**config.mk**
```make
export PLATFORM = sky130hd
export DESIGN_NAME = dmem_arbiter
export DESIGN_NICKNAME = d
export VERILOG_FILES = /design/src/rtl/dmem_arb_pkg.sv /design/src/rtl/dmem_arbiter_rr.sv /design/src/rtl/dmem_arbiter.sv
export SDC_FILE = /design/constraint.sdc
export NUM_CORES = 1
export LEC_CHECK = 0
export ABC_CLOCK_PERIOD_IN_PS = 1900
export BUFFER_PORTS_ARGS = -buffer_cell sky130_fd_sc_hd__buf_2
export CAP_MARGIN = 20
export CORE_AREA = 2 2 206 208
export CTS_CLUSTER_SIZE = 25
export DETAILED_ROUTE_END_ITERATION = 7
export DIE_AREA = 0 0 208 210
export GPL_TIMING_DRIVEN = 1
export PLACE_DENSITY = 0.46
export SLEW_MARGIN = 20
export SYNTH_ARGS = -nofsm -noshare
export SYNTH_HDL_FRONTEND = slang
export SYNTH_SLANG_ARGS = --single-unit
```
**constraint.sdc**
```tcl
create_clock -name clk -period 1.9 [get_ports clk]
set_input_delay 0 -clock clk [delete_from_list [all_inputs] [get_ports clk]]
set_output_delay 0 -clock clk [all_outputs]
set_load 0.005 [all_outputs]
```
**src/rtl/dmem_arb_pkg.sv**
```systemverilog
// Shared types for the data-memory port arbiter: FSM states, the latched
// request record and the default port widths.
package dmem_arb_pkg;

  localparam int unsigned DMEM_ADDR_W = 64;
  localparam int unsigned DMEM_DATA_W = 64;
  localparam int unsigned DMEM_SIZE_W = $clog2(DMEM_DATA_W / 8);

  typedef enum logic [1:0] {
    IDLE  = 2'd0,
    ISSUE = 2'd1,
    WAIT  = 2'd2,
    RESP  = 2'd3
  } state_t;

  typedef struct packed {
    logic                   we;
    logic [DMEM_ADDR_W-1:0] addr;
    logic [DMEM_SIZE_W-1:0] wr_size;
    logic [DMEM_DATA_W-1:0] wr_data;
  } req_t;

endpackage

```
**src/rtl/dmem_arbiter_rr.sv**
```systemverilog
// Combinational round-robin grant: searches upward from last_ptr+1 (mod N)
// and returns a one-hot grant plus its encoded index.
module rr_arbiter #(
  parameter  int unsigned N     = 2,
  localparam int unsigned IDX_W = $clog2(N)
) (
  input  logic [N-1:0]     req,
  input  logic             en,
  input  logic [IDX_W-1:0] last_ptr,
  output logic [N-1:0]     gnt,
  output logic [IDX_W-1:0] gnt_idx
);

  always_comb begin : search
    int unsigned idx;
    logic        found;
    gnt     = '0;
    gnt_idx = '0;
    found   = 1'b0;
    idx     = 0;
    for (int unsigned i = 0; i < N; i++) begin
      idx = (32'(last_ptr) + i + 1) % N;
      if (en && !found && req[idx]) begin
        gnt[idx] = 1'b1;
        gnt_idx  = IDX_W'(idx);
        found    = 1'b1;
      end
    end
  end

endmodule

```
**src/rtl/dmem_arbiter.sv**
```systemverilog
// Shares one pulse-enable busy/rdy data-memory port between NUM_REQ requesters.
// Optional watchdog on the WAIT state: define DMEM_ARB_TIMEOUT_EN.
module dmem_arbiter
  import dmem_arb_pkg::*;
#(
  parameter  int unsigned DATA_WIDTH     = 64,
  parameter  int unsigned FETCH_WIDTH    = 64,
  parameter  int unsigned NUM_REQ        = 2,
  parameter  int unsigned TIMEOUT_CYCLES = 256,
  localparam int unsigned SIZE_W         = $clog2(FETCH_WIDTH / 8),
  localparam int unsigned IDX_W          = $clog2(NUM_REQ)
) (
  input  logic                                 clk,
  input  logic                                 rst_n,
  input  logic [NUM_REQ-1:0]                   req_valid_i,
  input  logic [NUM_REQ-1:0]                   req_we_i,
  input  logic [NUM_REQ-1:0][DATA_WIDTH-1:0]   req_addr_i,
  input  logic [NUM_REQ-1:0][SIZE_W-1:0]       req_wr_size_i,
  input  logic [NUM_REQ-1:0][FETCH_WIDTH-1:0]  req_wr_data_i,
  output logic [NUM_REQ-1:0]                   req_ready_o,
  output logic [NUM_REQ-1:0]                   resp_valid_o,
  output logic [FETCH_WIDTH-1:0]               resp_rd_data_o,
  output logic                                 resp_err_o,
  output logic                                 mem_rd_en_o,
  output logic                                 mem_wr_en_o,
  output logic [DATA_WIDTH-1:0]                mem_addr_o,
  output logic [SIZE_W-1:0]                    mem_wr_size_o,
  output logic [FETCH_WIDTH-1:0]               mem_wr_data_o,
  input  logic                                 mem_busy_i,
  input  logic                                 mem_rdy_i,
  input  logic [FETCH_WIDTH-1:0]               mem_rd_data_i
);

  // The latched request record uses the package widths.
  if (NUM_REQ < 2 || TIMEOUT_CYCLES < 1 ||
      DATA_WIDTH != DMEM_ADDR_W || FETCH_WIDTH != DMEM_DATA_W) begin : g_bad_params
    $error("dmem_arbiter: unsupported parameter set");
  end

  state_t                 state;
  req_t                   lat;
  logic [IDX_W-1:0]       rr_ptr;
  logic [IDX_W-1:0]       gnt_idx;
  logic [NUM_REQ-1:0]     gnt;
  logic [FETCH_WIDTH-1:0] rd_buf;
  logic                   arb_en;
  logic                   accept;
  logic                   hold_mem;
  logic                   wait_done;

  // Gating with rst_n keeps req_ready_o low while reset is held.
  assign arb_en = rst_n && (state == IDLE) && !mem_busy_i;

  rr_arbiter #(.N(NUM_REQ)) u_rr (
    .req      (req_valid_i),
    .en       (arb_en),
    .last_ptr (rr_ptr),
    .gnt      (gnt),
    .gnt_idx  (gnt_idx)
  );

  assign accept      = |gnt;
  assign req_ready_o = gnt;

`ifdef DMEM_ARB_TIMEOUT_EN
  localparam int unsigned CNT_W = $clog2(TIMEOUT_CYCLES + 1);

  logic [CNT_W-1:0] wait_cnt;
  logic             timed_out;
  logic             err_q;

  assign timed_out = (state == WAIT) && !mem_rdy_i &&
                     (wait_cnt == CNT_W'(TIMEOUT_CYCLES - 1));

  always_ff @(posedge clk or negedge rst_n) begin
    if (!rst_n) begin
      wait_cnt <= '0;
      err_q    <= 1'b0;
    end else begin
      if (state == ISSUE) wait_cnt <= '0;
      else if (state == WAIT) wait_cnt <= wait_cnt + CNT_W'(1);
      if (timed_out) err_q <= 1'b1;
      else if (state == RESP) err_q <= 1'b0;
    end
  end

  assign wait_done  = mem_rdy_i || timed_out;
  assign resp_err_o = (state == RESP) && err_q;
`else
  assign wait_done  = mem_rdy_i;
  assign resp_err_o = 1'b0;
`endif

  always_ff @(posedge clk or negedge rst_n) begin
    if (!rst_n) begin
      state  <= IDLE;
      lat    <= '0;
      rr_ptr <= '0;
      rd_buf <= '0;
    end else begin
      case (state)
        IDLE: begin
          if (accept) begin
            lat.we      <= req_we_i[gnt_idx];
            lat.addr    <= req_addr_i[gnt_idx];
            lat.wr_size <= req_wr_size_i[gnt_idx];
            lat.wr_data <= req_wr_data_i[gnt_idx];
            rr_ptr      <= gnt_idx;
            state       <= ISSUE;
          end
        end
        ISSUE: state <= WAIT;
        WAIT: begin
          if (wait_done) begin
            // A timeout reaches here without rdy, so its data is forced to 0.
            rd_buf <= (mem_rdy_i && !lat.we) ? mem_rd_data_i : '0;
            state  <= RESP;
          end
        end
        RESP: begin
          rd_buf <= '0;
          state  <= IDLE;
        end
        default: state <= IDLE;
      endcase
    end
  end

  always_comb begin
    hold_mem       = (state == ISSUE) || (state == WAIT);
    mem_rd_en_o    = (state == ISSUE) && !lat.we;
    mem_wr_en_o    = (state == ISSUE) && lat.we;
    mem_addr_o     = hold_mem ? lat.addr    : '0;
    mem_wr_size_o  = hold_mem ? lat.wr_size : '0;
    mem_wr_data_o  = hold_mem ? lat.wr_data : '0;
    resp_valid_o   = '0;
    resp_rd_data_o = '0;
    if (state == RESP) begin
      resp_valid_o[rr_ptr] = 1'b1;
      resp_rd_data_o       = rd_buf;
    end
  end

endmodule

```
==> metrics.txt <==
status=finished, final reports clean; CP cell instances=inv_4 -> buf_4 -> ha_1 -> mux2i_4 -> buf_12 -> a22o_1; Non-Filler Instances=about 2,400; Reg2Reg Setup Slack=~86 ps; worst hold path cell count=4; Startpoint Class=flip-flop; CTS tree=yes; CP Class=reg -> reg; Clock Latency Late Sink=approximately 450 ps; row count=75; slowest cell on the critical path=dfrtp_2; estimated wirelength of the detail-placed design=25,800 µm; Max Freq=around 550 MHz; vias per cell=roughly 4.3; via count=just over 10,000; post-route cell area=17,600 µm²; Worst path depth=6; CP Data Required Time=2280 ps; Max Cap Violations=0; synth unique cells=26; min Tclk post-route=around 1800 ps; antenna-violating nets left=0; global-route wire length before repair=61,200 µm; Synth Instances=slightly below 1,000; Static Leak=8.76 nW; CP arrival=roughly 2200 ps; Yosys reg bits=roughly 200; hold_ws=between 40 and 50 ps; sequential area share after synthesis=around half; final hold vios=0; Area growth, synth to finish=75.3%; layout cells sized above 1=34.7%; PortBufs=between 500 and 600; Critical R2R Capture=rd_buf[8]; Slew Limit Fails=0; Die Wd=208 µm; R2R depth=6; CP delay by family, top=buffers and inverters; initial antenna violation count=3; Ys Warns=0; Root Driver=clkbuf_16; IO Count=536; critical path buffer and inverter count=3; All-Layer GR Usage=roughly 18%; commonest cells after routing, fill and taps aside=buf_2, dlygate4sd3_1, dfrtp_1; Placer Congestion=between 0.7 and 0.8; RR Startpoint=state[0]; DRC=0; Mapped Area=10,000 µm²; DR WL/cell=~17 µm; RSZ-0062 raised after global routing=false; most common cell after layout, fill and taps aside=buf_2; Tcrit/Tclk final=between 90% and 100%; clock-pin slew on the worst setup and hold paths=roughly 70 ps; Finish-stage setup viols=0; Nets=roughly 2,200; total grt overflow=0; post-route clock skew=between 10 and 15 ps; Final Power=23.9 mW; vias in the first global route=10,900; DR iter-0 viols=roughly 470; Crit. End Element=flip-flop; worst slew pin tran=around 900 ps; final wirelength=40,300 µm; Worst Hold Class=in -> reg; core footprint=between 40,000 and 50,000 µm²; Pre-antenna DRT Iters=4; syn_nets=about 1,300; Peak supply drop=0.675 mV; CTS Sinks=between 150 and 200; chip height=around 210 µm; Die Area=43,700 µm²; Initial Util=~24%; final core utilization=between 40 and 50%; slowest stage delay, CP=roughly 430 ps; setup TNS=0 ps; Bufs on Longest Clock Path=2; Place WS=about 73 ps; CP endpoint=rd_buf[8]; Post-DP Area=between 10,000 and 15,000 µm²; P per Cell Area=1360 nW/µm²; largest net degree at the start of global routing=about 140; cell count after placement=2,006; slack of the critical path=about 86 ps; Worst slew margin=a little over 40%; H-tree depth=4; CTS Buf Count=17; Worst Setup SP=state[0]; Max FO, Critical Path=64; Mapped Avg Cell Area=approximately 10 µm²
## what timing repair did
item | CTS | global route
endpoints found under the setup margin | 125 | 59
gates cloned | 4 | 1
endpoints found under the hold margin | 397 | 0
hold buffers | 332 | 0
setup buffers | 5 | 4
pin swaps | 1 | 2
resized for setup | 13 | 6
## cell families (layout without fill, tap and decap cells)
kind of cell / Yosys count / in the layout / share of synthesized area (%)
other cells: 1 / 3 / 0.0373
fa+ha+maj: 5 / 5 / 0.623
flops: 199 / 199 / 49.6
buf+inv: 81 / 961 / 5.78
simple gates: 341 / 341 / 17.9
compound gates: 205 / 205 / 12.7
mux: 133 / 133 / 13.3
## area by class of cell
class                           instances  area (µm²)
Multi-Input combinational cell        685        4540
Tap cell                              539         674
Timing Repair Buffer                  926        6770
Sequential cell                       199        4980
Clock inverter                         13         166
Inverter                                3        13.8
Fill cell                            3970       23900
Clock buffer                           19         453
Antenna cell                            2        5.00
## routing by layer
metal,part of all wire [%],GRT usage [%],vias to the layer above
met3,5.4,3.96,69
li1,-,-,5012
met4,3.4,7.92,0
met1,42,22.0,4808
met2,49,30.7,378
met5,0,0,-
## worst min path at each step
stage	start	endpoint	slack, ps
3_5_place_dp	mem_rd_data_i[14]	rd_buf[14]	220
2_1_floorplan	rst_n	lat[0]	-300
6_report	mem_busy_i	state[0]	50
5_1_grt	mem_busy_i	state[0]	90
3_3_place_gp	mem_rd_data_i[59]	rd_buf[59]	220
4_1_cts	mem_busy_i	state[0]	0.3
## state kept, by name, summed over array words and instances, names as in the netlist
signal  count
rr_ptr      1
state       2
rd_buf     64
lat       132
## worst min-delay path: stages
cell	delay (ps)
buf_2	80
nand2b_1	90
o21ai_1	130
a21oi_1	150
## report_power, final
| part | total [mW] | leakage (nW) | switching [mW] | internal, mW |
|---|---|---|---|---|
| logic | 12.8 | 6.07 | 6.19 | 6.63 |
| registers | 7.18 | 2.39 | 0.972 | 6.21 |
| clock network | 3.92 | 0.302 | 1.76 | 2.16 |
| total | 23.9 | 8.76 | 8.92 | 15.0 |
## Yosys cell counts, drive strengths merged
library cell | number | area share [%]
a31o | 1 | 0.087
nor2 | 134 | 5.0
conb | 1 | 0.037
and2 | 198 | 12
nor3 | 1 | 0.10
mux2i | 133 | 13
dfrtp | 199 | 50
a31oi | 1 | 0.062
nand2 | 2 | 0.075
a22o | 64 | 5.6
nand2b | 2 | 0.12
and3b | 1 | 0.10
buf | 52 | 4.5
and2b | 1 | 0.075
clkbuf | 26 | 1.2
o21ai | 1 | 0.050
ha | 5 | 0.62
a21boi | 1 | 0.11
inv | 3 | 0.11
a21oi | 137 | 6.8
nor2b | 2 | 0.12
(Power assumes the default switching activity.)
